$ cat config.mk
export PLATFORM = sky130hd
export DESIGN_NAME = decode_stage_flat
export DESIGN_NICKNAME = d
export VERILOG_FILES = /design/src/rtl/decode_pkg.sv /design/src/rtl/decode_stage_if.sv /design/src/rtl/decode_comb.sv /design/src/rtl/decode_stage.sv /design/src/flat_wrapper.sv
export SDC_FILE = /design/constraint.sdc
export NUM_CORES = 1
export LEC_CHECK = 0
export BUFFER_PORTS_ARGS = -buffer_cell sky130_fd_sc_hd__buf_2
export CORE_UTILIZATION = 50
export CTS_CLUSTER_DIAMETER = 60
export DETAILED_ROUTE_END_ITERATION = 7
export PLACE_DENSITY = 0.74
export SETUP_SLACK_MARGIN = 0.5
export SLEW_MARGIN = 20
export SYNTH_ARGS = -nofsm -noshare
export SYNTH_HDL_FRONTEND = slang
export SYNTH_HIERARCHICAL = 1
export SYNTH_SLANG_ARGS = --single-unit
$ cat constraint.sdc
create_clock -name clk -period 4.5 [get_ports clk]
set_clock_uncertainty 0.1 [all_clocks]
set_input_delay 0.225 -clock clk [delete_from_list [all_inputs] [get_ports clk]]
set_output_delay 0.225 -clock clk [all_outputs]
set_load 0.02 [all_outputs]
$ cat src/rtl/decode_pkg.sv
// Shared constants for the decode stage: field codes, ALU codes, operand selects and FSM states.
package decode_pkg;

    localparam logic [1:0] SEC_LS     = 2'd3;

    localparam logic [2:0] ALU_ADD    = 3'd0;
    localparam logic [2:0] ALU_SUB    = 3'd1;
    localparam logic [2:0] ALU_AND    = 3'd2;
    localparam logic [2:0] ALU_OR     = 3'd3;
    localparam logic [2:0] ALU_XOR    = 3'd4;
    localparam logic [2:0] ALU_NOT    = 3'd5;
    localparam logic [2:0] ALU_LD     = 3'd6;
    localparam logic [2:0] ALU_DEF    = 3'd7;

    localparam logic [2:0] LS_LD_R    = 3'd0;
    localparam logic [2:0] LS_LD_DM   = 3'd1;
    localparam logic [2:0] LS_LD_IMD  = 3'd2;
    localparam logic [2:0] LS_ST_R    = 3'd3;
    localparam logic [2:0] LS_ST_DM   = 3'd4;
    localparam logic [2:0] LS_LDX_IMD = 3'd5;

    localparam logic [1:0] SEL_REG    = 2'd0;
    localparam logic [1:0] SEL_DM     = 2'd1;
    localparam logic [1:0] SEL_IMD    = 2'd2;

    localparam logic [4:0] OP_LDX_IMD = {SEC_LS, LS_LDX_IMD};

    typedef enum logic {
        ST_IDLE = 1'b0,
        ST_EXT  = 1'b1
    } state_t;

    // Instruction word: 5-bit opcode, register number, 8-bit immediate.
    function automatic int ins_width(input int rsel_w);
        return 5 + rsel_w + 8;
    endfunction

endpackage

$ cat src/rtl/decode_stage_if.sv
// Instruction-in / decoded-bundle-out handshake bundle for the decode stage.
interface decode_stage_if
    import decode_pkg::*;
#(
    parameter int NUM_REGS = 4,
    parameter int DATA_W   = 16
) ();
    localparam int RSEL_W = $clog2(NUM_REGS);
    localparam int INS_W  = ins_width(RSEL_W);

    logic                in_valid;
    logic                in_ready;
    logic [INS_W-1:0]    ins;
    logic                flush;
    logic                out_valid;
    logic                out_ready;
    logic                data_mem_ce;
    logic                reg_ce;
    logic                carry_ce;
    logic                accu_ce;
    logic                illegal;
    logic [NUM_REGS-1:0] reg_addr;
    logic [1:0]          sel;
    logic [2:0]          alu_code;
    logic [DATA_W-1:0]   data;

    modport master (
        output in_valid, ins, flush, out_ready,
        input  in_ready, out_valid, data_mem_ce, reg_ce, carry_ce, accu_ce,
        input  illegal, reg_addr, sel, alu_code, data
    );

    modport slave (
        input  in_valid, ins, flush, out_ready,
        output in_ready, out_valid, data_mem_ce, reg_ce, carry_ce, accu_ce,
        output illegal, reg_addr, sel, alu_code, data
    );
endinterface

$ cat src/rtl/decode_comb.sv
// Purely combinational field decode of one instruction word into a control bundle.
module decode_comb
    import decode_pkg::*;
#(
    parameter int NUM_REGS = 4,
    parameter int DATA_W   = 16,
    parameter int RSEL_W   = $clog2(NUM_REGS),
    parameter int INS_W    = ins_width(RSEL_W)
) (
    input  logic [INS_W-1:0]    ins_i,
    output logic [1:0]          sel_o,
    output logic [2:0]          alu_code_o,
    output logic                carry_ce_o,
    output logic                accu_ce_o,
    output logic                reg_ce_o,
    output logic                data_mem_ce_o,
    output logic                illegal_o,
    output logic                two_word_o,
    output logic [NUM_REGS-1:0] reg_addr_o,
    output logic [DATA_W-1:0]   data_o
);
    // LDX_IMD only has somewhere to put a second byte when data is wider than 8 bits.
    localparam bit HAS_EXT = (DATA_W > 8);

    logic [4:0]        opcode;
    logic [1:0]        section;
    logic [2:0]        rest;
    logic [RSEL_W-1:0] rnum;
    logic [7:0]        imm;
    logic              cc, ac, rc, dm, ill;

    assign opcode  = ins_i[INS_W-1 -: 5];
    assign section = opcode[4:3];
    assign rest    = opcode[2:0];
    assign rnum    = ins_i[8 +: RSEL_W];
    assign imm     = ins_i[7:0];

    always_comb begin
        sel_o      = SEL_REG;
        alu_code_o = ALU_DEF;
        cc         = 1'b0;
        ac         = 1'b0;
        rc         = 1'b0;
        dm         = 1'b0;
        ill        = 1'b0;
        two_word_o = 1'b0;
        if (section != SEC_LS) begin
            sel_o = section;
            if (rest <= ALU_NOT) begin
                alu_code_o = rest;
                ac         = 1'b1;
                cc         = (rest <= ALU_SUB);
            end else begin
                ill = 1'b1;
            end
        end else begin
            case (rest)
                LS_LD_R:    begin alu_code_o = ALU_LD; ac = 1'b1; end
                LS_LD_DM:   begin sel_o = SEL_DM;  alu_code_o = ALU_LD; ac = 1'b1; end
                LS_LD_IMD:  begin sel_o = SEL_IMD; alu_code_o = ALU_LD; ac = 1'b1; end
                LS_ST_R:    rc = 1'b1;
                LS_ST_DM:   begin sel_o = SEL_DM; dm = 1'b1; end
                LS_LDX_IMD: begin
                    sel_o      = SEL_IMD;
                    alu_code_o = ALU_LD;
                    ac         = 1'b1;
                    two_word_o = HAS_EXT;
                    ill        = !HAS_EXT;
                end
                default:    ill = 1'b1;
            endcase
        end
    end

    // Illegal bundles still flow downstream but must not enable anything.
    assign carry_ce_o    = cc && !ill;
    assign accu_ce_o     = ac && !ill;
    assign reg_ce_o      = rc && !ill;
    assign data_mem_ce_o = dm && !ill;
    assign illegal_o     = ill;
    assign data_o        = DATA_W'(imm);

    for (genvar gi = 0; gi < NUM_REGS; gi++) begin : g_onehot
        assign reg_addr_o[gi] = (rnum == RSEL_W'(gi));
    end
endmodule

$ cat src/rtl/decode_stage.sv
// Decode stage: accepts instruction words, merges two-word LDX_IMD, and presents
// one registered control bundle per instruction with valid/ready flow control.
module decode_stage
    import decode_pkg::*;
#(
    parameter int NUM_REGS = 4,
    parameter int DATA_W   = 16
) (
    input  logic         clk,
    input  logic         rst_n,
    decode_stage_if.slave bus
);
    localparam int RSEL_W = $clog2(NUM_REGS);
    localparam int INS_W  = ins_width(RSEL_W);

    state_t              state_q;
    logic [INS_W-1:0]    hold_q;
    logic                out_valid_q;
    logic                data_mem_ce_q, reg_ce_q, carry_ce_q, accu_ce_q, illegal_q;
    logic [NUM_REGS-1:0] reg_addr_q;
    logic [1:0]          sel_q;
    logic [2:0]          alu_code_q;
    logic [DATA_W-1:0]   data_q;

    logic                accept;
    logic [INS_W-1:0]    dec_ins_d;
    logic                data_mem_ce_d, reg_ce_d, carry_ce_d, accu_ce_d, illegal_d, two_word_d;
    logic [NUM_REGS-1:0] reg_addr_d;
    logic [1:0]          sel_d;
    logic [2:0]          alu_code_d;
    logic [DATA_W-1:0]   dec_data_d;
    logic [DATA_W-1:0]   data_d;

    assign bus.in_ready = rst_n && !bus.flush && (!out_valid_q || bus.out_ready);
    assign accept       = bus.in_valid && bus.in_ready;

    // In EXT the bundle comes from the held first word; the second word only supplies data.
    assign dec_ins_d = (state_q == ST_EXT) ? hold_q : bus.ins;

    decode_comb #(
        .NUM_REGS (NUM_REGS),
        .DATA_W   (DATA_W)
    ) u_decode_comb (
        .ins_i         (dec_ins_d),
        .sel_o         (sel_d),
        .alu_code_o    (alu_code_d),
        .carry_ce_o    (carry_ce_d),
        .accu_ce_o     (accu_ce_d),
        .reg_ce_o      (reg_ce_d),
        .data_mem_ce_o (data_mem_ce_d),
        .illegal_o     (illegal_d),
        .two_word_o    (two_word_d),
        .reg_addr_o    (reg_addr_d),
        .data_o        (dec_data_d)
    );

    if (DATA_W > 8) begin : g_ext_data
        assign data_d = (state_q == ST_EXT) ? {bus.ins[DATA_W-9:0], dec_data_d[7:0]} : dec_data_d;
    end else begin : g_byte_data
        assign data_d = dec_data_d;
    end

    always_ff @(posedge clk) begin
        if (!rst_n) begin
            state_q       <= ST_IDLE;
            hold_q        <= '0;
            out_valid_q   <= 1'b0;
            data_mem_ce_q <= 1'b0;
            reg_ce_q      <= 1'b0;
            carry_ce_q    <= 1'b0;
            accu_ce_q     <= 1'b0;
            illegal_q     <= 1'b0;
            reg_addr_q    <= '0;
            sel_q         <= SEL_REG;
            alu_code_q    <= ALU_DEF;
            data_q        <= '0;
        end else if (bus.flush) begin
            state_q     <= ST_IDLE;
            out_valid_q <= 1'b0;
        end else begin
            if (out_valid_q && bus.out_ready) begin
                out_valid_q <= 1'b0;
            end
            if (accept) begin
                if (state_q == ST_IDLE && two_word_d) begin
                    state_q <= ST_EXT;
                    hold_q  <= bus.ins;
                end else begin
                    state_q       <= ST_IDLE;
                    out_valid_q   <= 1'b1;
                    data_mem_ce_q <= data_mem_ce_d;
                    reg_ce_q      <= reg_ce_d;
                    carry_ce_q    <= carry_ce_d;
                    accu_ce_q     <= accu_ce_d;
                    illegal_q     <= illegal_d;
                    reg_addr_q    <= reg_addr_d;
                    sel_q         <= sel_d;
                    alu_code_q    <= alu_code_d;
                    data_q        <= data_d;
                end
            end
        end
    end

    assign bus.out_valid   = out_valid_q;
    assign bus.data_mem_ce = data_mem_ce_q;
    assign bus.reg_ce      = reg_ce_q;
    assign bus.carry_ce    = carry_ce_q;
    assign bus.accu_ce     = accu_ce_q;
    assign bus.illegal     = illegal_q;
    assign bus.reg_addr    = reg_addr_q;
    assign bus.sel         = sel_q;
    assign bus.alu_code    = alu_code_q;
    assign bus.data        = data_q;
endmodule

$ cat src/flat_wrapper.sv
// flat-port wrapper written by rule: the top's interface ports become plain ports
module decode_stage_flat import decode_pkg::*;
#(
    parameter int NUM_REGS = 4,
    parameter int DATA_W   = 16
)
  (clk, rst_n, bus_in_valid, bus_ins, bus_flush, bus_out_ready, bus_in_ready, bus_out_valid, bus_data_mem_ce, bus_reg_ce, bus_carry_ce, bus_accu_ce, bus_illegal, bus_reg_addr, bus_sel, bus_alu_code, bus_data);
  decode_stage_if #(.NUM_REGS(NUM_REGS), .DATA_W(DATA_W)) bus_i ();
  input  logic clk;
  input  logic rst_n;
  input wire logic [$bits(bus_i.in_valid)-1:0] bus_in_valid;
  input wire logic [$bits(bus_i.ins)-1:0] bus_ins;
  input wire logic [$bits(bus_i.flush)-1:0] bus_flush;
  input wire logic [$bits(bus_i.out_ready)-1:0] bus_out_ready;
  output wire logic [$bits(bus_i.in_ready)-1:0] bus_in_ready;
  output wire logic [$bits(bus_i.out_valid)-1:0] bus_out_valid;
  output wire logic [$bits(bus_i.data_mem_ce)-1:0] bus_data_mem_ce;
  output wire logic [$bits(bus_i.reg_ce)-1:0] bus_reg_ce;
  output wire logic [$bits(bus_i.carry_ce)-1:0] bus_carry_ce;
  output wire logic [$bits(bus_i.accu_ce)-1:0] bus_accu_ce;
  output wire logic [$bits(bus_i.illegal)-1:0] bus_illegal;
  output wire logic [$bits(bus_i.reg_addr)-1:0] bus_reg_addr;
  output wire logic [$bits(bus_i.sel)-1:0] bus_sel;
  output wire logic [$bits(bus_i.alu_code)-1:0] bus_alu_code;
  output wire logic [$bits(bus_i.data)-1:0] bus_data;
  assign bus_i.in_valid = bus_in_valid;
  assign bus_i.ins = bus_ins;
  assign bus_i.flush = bus_flush;
  assign bus_i.out_ready = bus_out_ready;
  assign bus_in_ready = bus_i.in_ready;
  assign bus_out_valid = bus_i.out_valid;
  assign bus_data_mem_ce = bus_i.data_mem_ce;
  assign bus_reg_ce = bus_i.reg_ce;
  assign bus_carry_ce = bus_i.carry_ce;
  assign bus_accu_ce = bus_i.accu_ce;
  assign bus_illegal = bus_i.illegal;
  assign bus_reg_addr = bus_i.reg_addr;
  assign bus_sel = bus_i.sel;
  assign bus_alu_code = bus_i.alu_code;
  assign bus_data = bus_i.data;
  decode_stage #(.NUM_REGS(NUM_REGS), .DATA_W(DATA_W)) u_core (.clk(clk), .rst_n(rst_n), .bus(bus_i));
endmodule
==> results of run 1 <==
metal layers:
metal	up-vias	routed length, um	track usage
met4	0	74	0.08061
met2	46	2085	0.3061
met3	7	188	0.03750
li1	940	-	-
met5	-	0	0
met1	828	2125	0.2331
worst register-to-register path, stage by stage (launching register included):
cell	delay, ns
dfxtp_1	0.34
buf_4	0.32
mux2_2	0.33
nand3b_1	0.14
nor2_1	0.14
and3b_1	0.54
and3_4	0.45
mux2i_1	0.21
power groups by stage:
stage,Clock [W],Combinational [W],Sequential [W]
6_report,0.000244,0.000107,0.000435
5_1_grt,0.000266,0.000118,0.000437
3_5_place_dp,0,0.000108,0.000445
4_1_cts,0.000254,0.000108,0.000436
2_1_floorplan,0,0.0000687,0.000462
3_3_place_gp,0,0.000107,0.000445
metrics by stage:
stage	area, um2	total power (W)	utilization
4_1_cts	2674	0.0007974	0.5661
5_1_grt	2674	0.0008212	0.5661
3_5_place_dp	2592	0.0005529	0.5489
3_3_place_gp	2592	0.0005518	0.5489
2_1_floorplan	2476	0.0005307	-
6_report	2674	0.0007867	0.5661
final cells by class:
| class | instances | share of cell area |
|---|---|---|
| Tap cell | 67 | 0.03135 |
| Clock buffer | 7 | 0.02854 |
| Sequential cell | 47 | 0.3519 |
| Timing Repair Buffer | 55 | 0.1067 |
| Clock inverter | 1 | 0.001872 |
| Inverter | 20 | 0.02808 |
| Multi-Input combinational cell | 172 | 0.4516 |
worst paths after layout:
path,startpoint,endpoint,depth (start not counted)
worst max-delay path,u_core/state_q,u_core/hold_q[4],7
worst min register to register,u_core/bus.data[1],u_core/bus.data[1],2
worst min-delay path,bus_ins[12],u_core/hold_q[12],3
worst max register to register,u_core/state_q,u_core/hold_q[4],7
cells in the final DEF, fill, tap and decap left out, drive strengths merged:
master	synthesis	final
nand3	1	1
dfxtp	47	47
buf	30	55
mux2i	36	36
conb	1	8
a21boi	1	1
nand4	15	15
a211oi	2	2
and3b	1	1
a31o	1	1
nor4b	1	1
nor3	1	1
and3	1	1
and4b	1	1
and2	3	3
inv	20	20
o211a	1	1
nand2b	7	7
or3b	1	1
nor2b	3	3
nand3b	1	1
clkbuf	8	7
a31oi	2	2
nand2	47	47
nor2	4	4
o21ai	14	14
xor2	1	1
mux2	19	19
clkinv	0	1
cells by family (layout without fill, tap and decap cells):
kind of cell           count (synthesis)  after routing  share of synthesized area
AND/OR/NAND/NOR                       87             87                     0.1767
buffers and inverters                 58             83                     0.1338
multiplexers                          55             55                     0.2344
flip-flops                            47             47                     0.3841
AO/OA/AOI/OAI                         21             21                    0.06588
other                                  1              8                   0.001531
XOR/XNOR                               1              1                   0.003576
flip-flops by register name, summed over array words and instances (netlist names):
name                    cells
u_core/bus.data_mem_ce      1
u_core/bus.accu_ce          1
u_core/state_q              1
u_core/bus.data            16
u_core/bus.alu_code         3
u_core/bus.illegal          1
u_core/bus.reg_addr         4
u_core/bus.reg_ce           1
u_core/hold_q              15
u_core/bus.sel              2
u_core/bus.carry_ce         1
u_core/bus.out_valid        1
==> results.py, run 1 <==
metrics = {
    "detailed_routing": {
        "dr_total_vias": 1821,
        "viasPerCell": 4.935,
        "drc_errors": 0,
        "drt_pass1_iterations": 4,
        "totalWireLength_um": 4473,
        "first_iter_violations": 99,
        "wl_per_cell_um": 12.12,
        "ant_nets": 0,
    },
    "logic_synthesis": {
        "synthTopCellsByArea": "dfxtp_1 (38%), mux2i_1 (15%), mux2_2 (8.7%)",
        "synth_cell_types": 31,
        "synth_area_um2": 2450,
        "synthArstFlopShare": 0,
        "synth_commonest_cells": "dfxtp_1 (47), nand2_1 (47), mux2i_1 (36)",
        "avgSynthCellArea_um2": 9.074,
        "yosysTopAreaCell": "dfxtp_1",
        "ys_ff_latch": 47,
        "synthFlopType": "dfxtp_1",
        "synth_cells": 270,
        "synth_edf_count": 0,
        "seq_area_frac_synth": 0.3841,
        "synth_top_area_share": 0.3841,
        "ys_warn_count": 6,
    },
    "critical_path": {
        "crit_chain": "buf_4 -> mux2_2 -> nand3b_1 -> nor2_1 -> and3b_1 -> and3_4 -> mux2i_1",
        "worstPathArrival_ns": 2.78,
        "worstSetupStartpointType": "flip-flop",
        "path_buf_inv": 1,
        "rrSetupSlack_ns": 1.86,
        "cp.required_ns": 4.63,
        "worstSetupPathType": "reg -> reg",
        "critPathMaxFanout": 25,
        "crit_family": "simple AND/OR/NAND/NOR gates",
        "end_kind": "flip-flop",
        "slowest_delay_ns": 0.54,
        "cp_slowest_cell": "and3b_1",
    },
    "sta": {
        "hold_violations": 0,
        "whs_ns": 0.07772,
        "grt_setup_unrepaired": "no",
        "final.min_clock_period_ns": 2.643,
        "fin_crit_sh": 0.5874,
        "setup_violations": 0,
        "timing.final.ws_setup_ns": 1.857,
        "slew_viol_final": 0,
        "slew_headroom": 0.4448,
        "worstMarginPinSlew_ns": 0.8328,
        "setup_tns_ns": 0,
        "fmax_mhz": 378.3,
    },
    "hold_path": {
        "worstHoldPathType": "in -> reg",
    },
    "floorplan": {
        "placementRows": 25,
        "die_h_um": 72.00,
        "start_util": 0.5187,
        "die-area_um2": 5183,
        "core_um2": 4723,
        "die_w_um": 72.00,
        "ios": 52,
    },
    "power_and_ir_drop": {
        "p_comb_frac": 0.136,
        "clock_power_share": 0.310,
        "p_switching_w": 0.0002053,
        "p_int_w": 0.0005814,
        "power_leakage_nw": 1.289,
        "switching_share": 0.2610,
        "pwr_density_cell_nw_per_um2": 294.2,
        "ir_drop_mv": 0.1080,
        "power.share.sequential": 0.553,
    },
    "finish": {
        "synthToLayoutAreaGrowth_pct": 9.142,
        "multi_input_area_um2": 1207,
        "n_antenna_cell": 0,
        "fill_cells": 436,
        "fin_cells": 369,
        "nets": 321,
        "drive_above_1_share": 0.3079,
        "seq_area_um2": 940.9,
    },
    "job": {
        "drv_cap": 0,
    },
    "grt": {
        "grt_max_degree": 48,
        "grt-ovfl-total": 0,
        "grt_pass1_wl_um": 7527,
        "antenna_found_initial": 0,
        "grt_util_all_layers": 0.1844,
        "first_global_vias": 1733,
    },
    "cts": {
        "htreeDepth": 2,
        "worstSkewPairLatency_ns": 0.30,
        "holdBufCountCts": 0,
        "cts_inserted_buffers": 5,
        "cts_setup_buffers": 0,
        "cts_root_buffer": "clkbuf_8",
        "cts_tree": "done",
        "clk_pin_slew_worst_paths_ns": 0.08,
        "clock_path_buffers": 2,
        "clock_sinks": 47,
        "cts_resized": 0,
    },
    "placement": {
        "dp_hpwl_um": 3031,
        "dp.cells": 361,
        "portBuffers": 51,
        "place.gp.congestion": 0.7867,
        "dpl_worst_slack_ns": 1.901,
    },
    "status": {
        "outcome": "finished, final reports clean",
    },
}
No activity file was read; power rests on OpenSTA's default activity.
==> run 2: changes to the inputs <==
==> constraint.sdc (replaced) <==
create_clock -name clk -period 2.7 [get_ports clk]
set_clock_uncertainty 0.1 [all_clocks]
set_input_delay 0.135 -clock clk [delete_from_list [all_inputs] [get_ports clk]]
set_output_delay 0.135 -clock clk [all_outputs]
set_load 0.02 [all_outputs]
==> results.py, run 2 (same netlist as run 1, synthesis figures left out) <==
metrics = {
    "status": {
        "outcome": "complete, but fails checks",
        "violations": "negative hold slack",
    },
    "placement": {
        "place.gp.congestion": 0.8122,
        "portBuffers": 51,
        "dp_hpwl_um": 3105,
    },
    "detailed_routing": {
        "wl_per_cell_um": 12.32,
        "drc_errors": 0,
        "totalWireLength_um": 4743,
        "drt_pass1_iterations": 5,
        "first_iter_violations": 166,
        "ant_nets": 0,
        "viasPerCell": 4.881,
        "dr_total_vias": 1879,
    },
    "critical_path": {
        "crit_chain": "mux2_4 -> nand3b_1 -> nor2_1 -> and3b_1 -> and3_4 -> buf_4 -> o21ai_2",
        "crit_family": "simple AND/OR/NAND/NOR gates",
        "worstPathArrival_ns": 2.25,
        "cp_slowest_cell": "dfxtp_2",
        "path_buf_inv": 1,
        "cp.required_ns": 2.79,
        "critPathMaxFanout": 11,
        "slowest_delay_ns": 0.44,
        "worstSetupStartpointType": "flip-flop",
        "worstSetupPathType": "reg -> reg",
        "end_kind": "flip-flop",
    },
    "sta": {
        "grt_setup_unrepaired": "no",
        "hold_violations": 1,
        "whs_ns": -0.00004730,
        "setup_violations": 0,
        "final.min_clock_period_ns": 2.154,
        "setup_tns_ns": 0,
        "slew_viol_final": 0,
        "fin_crit_sh": 0.7979,
        "fmax_mhz": 464.2,
    },
    "floorplan": {
        "core_um2": 4723,
        "die_h_um": 72.00,
        "ios": 52,
        "placementRows": 25,
        "start_util": 0.5187,
        "die_w_um": 72.00,
        "die-area_um2": 5183,
    },
    "cts": {
        "clock_sinks": 47,
        "worstSkewPairLatency_ns": 0.30,
        "cts_tree": "done",
        "htreeDepth": 2,
        "clk_pin_slew_worst_paths_ns": 0.09,
        "cts_root_buffer": "clkbuf_8",
        "cts_inserted_buffers": 5,
        "clock_path_buffers": 2,
    },
    "grt": {
        "grt_util_all_layers": 0.1944,
        "grt_max_degree": 47,
        "first_global_vias": 1717,
        "grt-ovfl-total": 0,
        "grt_pass1_wl_um": 7983,
        "antenna_found_initial": 0,
    },
    "power_and_ir_drop": {
        "ir_drop_mv": 0.2089,
        "pwr_density_cell_nw_per_um2": 497.9,
        "power_leakage_nw": 1.388,
    },
    "finish": {
        "synthToLayoutAreaGrowth_pct": 16.45,
        "largest_reg_flops": 16,
        "final_cell_mix": "buf_2 (51), nand2_1 (47), dfxtp_1 (46), mux2i_1 (36), inv_1 (20)",
        "drive_above_1_share": 0.3333,
        "nets": 338,
        "final_common_cell": "buf_2",
        "n_antenna_cell": 0,
    },
    "job": {
        "drv_cap": 0,
    },
    "hold_path": {
        "worstHoldPathType": "in -> reg",
    },
}
## run 2: changes by cell type in the layout (fill, tap and decap cells not counted)
cell,delta
clkinv_2,-1
clkbuf_1,-1
mux2_4,+1
dfxtp_1,-1
dfxtp_2,+1
buf_12,+1
bufinv_16,+1
buf_4,+11
mux2_2,-1
dlygate4sd3_1,+5
## run 2: path summary, 6_finish.rpt
path	from	end	slack (ns)	cells past startpoint
max reg2reg	u_core/state_q	u_core/hold_q[7]	0.55	7
min	bus_ins[11]	u_core/hold_q[11]	-0.00005	3
min reg2reg	u_core/bus.data[1]	u_core/bus.data[1]	0.36	2
max	u_core/state_q	u_core/hold_q[7]	0.55	7
## run 2: power by group
part / internal (W) / switching, W
clock: 0.000272 / 0.000230
combinational: 0.0000816 / 0.000111
sequential: 0.000716 / 0.0000101
## run 2: tightest hold or removal path: cells and delay by family
family | cells | cell delay [ns]
AND/OR/NAND/NOR | 1 | 0.09
AO/OA/AOI/OAI | 1 | 0.06
buffers and inverters | 1 | 0.09
## run 2: per-stage QoR
stage | setup slack, ns | total power [W] | area, um2 | instances | util
6_report | 0.5456 | 0.001420 | 2853 | 385 | 0.6040
5_1_grt | 0.4496 | 0.001476 | 2853 | 385 | 0.6040
4_1_cts | 0.5147 | 0.001430 | 2788 | 378 | 0.5902
3_5_place_dp | 0.5193 | 0.0009262 | 2635 | 366 | 0.5579
3_3_place_gp | 0.6567 | 0.0009240 | 2635 | 366 | 0.5579
2_1_floorplan | 0.4864 | 0.0008864 | 2504 | 277 | -
## run 2: layer usage
layer	global-route usage	vias up	part of all wire	wire, um
li1	-	968	-	-
met1	0.2637	855	0.49	2318
met2	0.3040	49	0.46	2160
met3	0.04306	7	0.040	190
met4	0.07190	0	0.016	74
met5	0	-	0	0
## run 2: repair_timing
| action | 4_1_cts | 5_1_grt |
|---|---|---|
| resized for setup | 0 | 0 |
| setup buffers | 0 | 7 |
| hold buffers | 5 | 0 |
| hold endpoints to repair | 5 | 0 |
| pin swaps | 1 | 0 |
| setup endpoints to repair | 2 | 35 |
## run 2: cell type report
cell class                 instances  area, um2
inverter                          20      75.07
sequential                        47      942.2
multi-input combinational        172       1211
timing repair buffer              72      437.9
clock inverter                     1      30.03
clock buffer                       6      72.57
fill                             422       1871
tap                               67      83.83
==> run 3: changes to the inputs <==
--- a/config.mk
+++ b/config.mk
@@ -5,11 +5,12 @@
 export SDC_FILE = /design/constraint.sdc
 export NUM_CORES = 1
 export LEC_CHECK = 0
+export ABC_AREA = 1
 export BUFFER_PORTS_ARGS = -buffer_cell sky130_fd_sc_hd__buf_2
-export CORE_UTILIZATION = 50
+export CORE_UTILIZATION = 49
 export CTS_CLUSTER_DIAMETER = 60
 export DETAILED_ROUTE_END_ITERATION = 7
-export PLACE_DENSITY = 0.74
+export PLACE_DENSITY = 0.75
 export SETUP_SLACK_MARGIN = 0.5
 export SLEW_MARGIN = 20
 export SYNTH_ARGS = -nofsm -noshare
==> constraint.sdc (replaced) <==
create_clock -name clk -period 1.82 [get_ports clk]
set_clock_uncertainty 0.1 [all_clocks]
set_input_delay 0.091 -clock clk [delete_from_list [all_inputs] [get_ports clk]]
set_output_delay 0.091 -clock clk [all_outputs]
set_load 0.02 [all_outputs]
==> results.py, run 3 <==
metrics = {
    "status": {
        "outcome": "complete, but fails checks",
        "violations": "negative setup slack",
    },
    "grt": {
        "grt_pass1_wl_um": 11100,
        "grt_util_all_layers": 0.2640,
        "first_global_vias": 2395,
        "antenna_found_initial": 0,
        "grt-ovfl-total": 0,
        "grt_max_degree": 46,
    },
    "detailed_routing": {
        "totalWireLength_um": 6856,
        "wl_met2_um": 3304,
        "first_iter_violations": 231,
        "dr_total_vias": 2658,
        "wl_met1_um": 2940,
        "maxUsedRoutingLayer": "met4",
        "drc_errors": 0,
        "drt_pass1_iterations": 6,
        "viasPerCell": 5.171,
        "met3_length_um": 472,
        "wl_per_cell_um": 13.34,
        "ant_nets": 0,
    },
    "critical_path": {
        "crit_start": "u_core/state_q",
        "worstSetupStartpointType": "flip-flop",
        "endpoint": "u_core/bus.alu_code[0]",
        "rrSetupSlack_ns": -0.0002,
        "worstSetupPathType": "reg -> reg",
        "r2r_start": "u_core/state_q",
        "reg2reg_depth": 11,
        "end_kind": "flip-flop",
        "cp.required_ns": 1.89,
        "critPathMaxFanout": 8,
        "timing.rr.end": "u_core/bus.alu_code[0]",
        "worstPathArrival_ns": 1.89,
    },
    "finish": {
        "drive_above_1_share": 0.3065,
        "fin_cells": 514,
        "final_cell_mix": "nand2_1 (87), nor2_1 (72), buf_2 (50), dfxtp_1 (45), inv_1 (26)",
        "nets": 466,
        "largest_reg_flops": 16,
        "synthToLayoutAreaGrowth_pct": 32.55,
        "n_antenna_cell": 0,
        "final_common_cell": "nand2_1",
    },
    "logic_synthesis": {
        "synth_cells": 387,
        "ys_ff_latch": 47,
        "synthTopCellsByArea": "dfxtp_1 (37%), nor2_1 (14%), nand2_1 (14%)",
        "synth_top_area_share": 0.3697,
        "synthFlopType": "dfxtp_1",
        "synth_xor_area_frac": 0,
        "synth_most_common_cell": "nor2_1",
        "yosys.area_share.simple": 0.4238,
        "avgSynthCellArea_um2": 6.576,
        "synth_fa_ha_area_frac": 0,
        "synth_commonest_cells": "nor2_1 (93), nand2_1 (92), dfxtp_1 (47)",
        "synth_edf_count": 0,
        "muxShareOfSynthArea": 0,
        "ys_warn_count": 6,
        "synth-compound-area-share": 0.06096,
        "yosysTopAreaCell": "dfxtp_1",
        "synth_area_um2": 2545,
        "seq_area_frac_synth": 0.3697,
        "synth_top_family_by_area": "simple AND/OR/NAND/NOR gates",
        "synth_cell_types": 23,
        "synthArstFlopShare": 0,
    },
    "floorplan": {
        "ios": 52,
        "die_w_um": 74.07,
        "core_um2": 4848,
        "start_util": 0.5249,
        "placementRows": 25,
        "die-area_um2": 5486,
        "die_h_um": 74.07,
    },
    "power_and_ir_drop": {
        "clock_power_share": 0.282,
        "power.share.sequential": 0.498,
        "p_comb_frac": 0.219,
        "p_switching_w": 0.0006565,
        "pwr_density_cell_nw_per_um2": 648.4,
        "p_int_w": 0.001531,
        "power_leakage_nw": 1.635,
        "ir_drop_mv": 0.3670,
        "switching_share": 0.3002,
    },
    "placement": {
        "dp_hpwl_um": 3655,
        "portBuffers": 51,
        "dp.cells": 484,
        "place.gp.congestion": 0.8319,
    },
    "sta": {
        "fin_crit_sh": 1.000,
        "final.min_clock_period_ns": 1.820,
        "timing.final.ws_setup_ns": -0.0001983,
        "setup_tns_ns": -0.0001983,
        "hold_violations": 0,
        "setup_violations": 1,
        "fmax_mhz": 549.4,
        "grt_setup_unrepaired": "yes",
        "slew_viol_final": 0,
    },
    "cts": {
        "clk_pin_slew_worst_paths_ns": 0.09,
        "cts_tree": "done",
        "clock_sinks": 47,
        "worstSkewPairLatency_ns": 0.30,
        "htreeDepth": 2,
        "cts_inserted_buffers": 5,
        "cts_root_buffer": "clkbuf_8",
        "clock_path_buffers": 2,
    },
    "hold_path": {
        "worstHoldPathType": "in -> reg",
    },
    "job": {
        "drv_cap": 0,
    },
}
-- run 3: how the worst min path moves through the flow --
stage,endpoint,from,slack (ns),depth (start not counted)
6_report,u_core/bus.out_valid,bus_out_ready,0.03,4
4_1_cts,u_core/bus.out_valid,rst_n,0.01,3
2_1_floorplan,u_core/state_q,bus_flush,0.15,3
3_5_place_dp,u_core/state_q,bus_flush,0.27,4
3_3_place_gp,u_core/state_q,bus_flush,0.27,4
5_1_grt,u_core/bus.out_valid,rst_n,0.07,3
-- run 3: layout make-up --
type | count | area, um2
Clock buffer | 7 | 76.32
Clock inverter | 1 | 5.005
Fill cell | 417 | 1475
Inverter | 31 | 133.9
Multi-Input combinational cell | 277 | 1499
Sequential cell | 47 | 945.9
Tap cell | 67 | 83.83
Timing Repair Buffer | 81 | 588.1
Timing Repair inverter | 3 | 41.29
-- run 3: critical path, stage by stage (launching register included) --
cell and delay [ns]:
dfxtp_4 0.40, buf_8 0.15, o21ai_4 0.15, nand3_2 0.13, nor2_4 0.14, nand2_4 0.07, inv_6 0.07, nor2_8 0.05
nand2_8 0.16, clkinv_8 0.11, nand2_2 0.09, nand3_2 0.07
-- run 3: power by group through the flow --
| stage | logic, W | registers [W] | clock network (W) |
|---|---|---|---|
| after CTS | 0.000451 | 0.00109 | 0.000622 |
| after global placement | 0.000363 | 0.00111 | 0 |
| after global routing | 0.000523 | 0.00110 | 0.000663 |
| after detailed placement | 0.000367 | 0.00111 | 0 |
| final | 0.000480 | 0.00109 | 0.000617 |
| after floorplan | 0.000258 | 0.00115 | 0 |
-- run 3: per-stage QoR --
stage | hold WS [ns] | power [W] | setup WS, ns | area (um2) | util
2_1_floorplan | 0.1483 | 0.001408 | 0.03526 | 2641 | -
3_3_place_gp | 0.2678 | 0.001469 | 0.002367 | 2803 | 0.5781
3_5_place_dp | 0.2720 | 0.001474 | -0.08933 | 2803 | 0.5781
4_1_cts | 0.01237 | 0.002159 | 0.1164 | 3271 | 0.6746
5_1_grt | 0.07159 | 0.002282 | -0.05764 | 3373 | 0.6957
6_report | 0.03321 | 0.002187 | -0.0001983 | 3373 | 0.6957
-- run 3: cells by family after synthesis --
group | count (synthesis)
compound gates | 27
simple gates | 242
buf+inv | 70
flops | 47
other cells | 1
-- run 3: repair_timing --
action	CTS	global route
resized for setup	52	20
gates cloned	4	1
hold buffers	1	0
setup endpoints to repair	48	48
buffers inserted	15	1
endpoints found under the hold margin	1	0
pin swaps	11	21
-- run 3: routing by layer --
layer,GRT usage,vias to the layer above
met5,0,-
met4,0.1004,0
met3,0.04743,14
met2,0.4505,103
met1,0.3306,1235
li1,-,1306
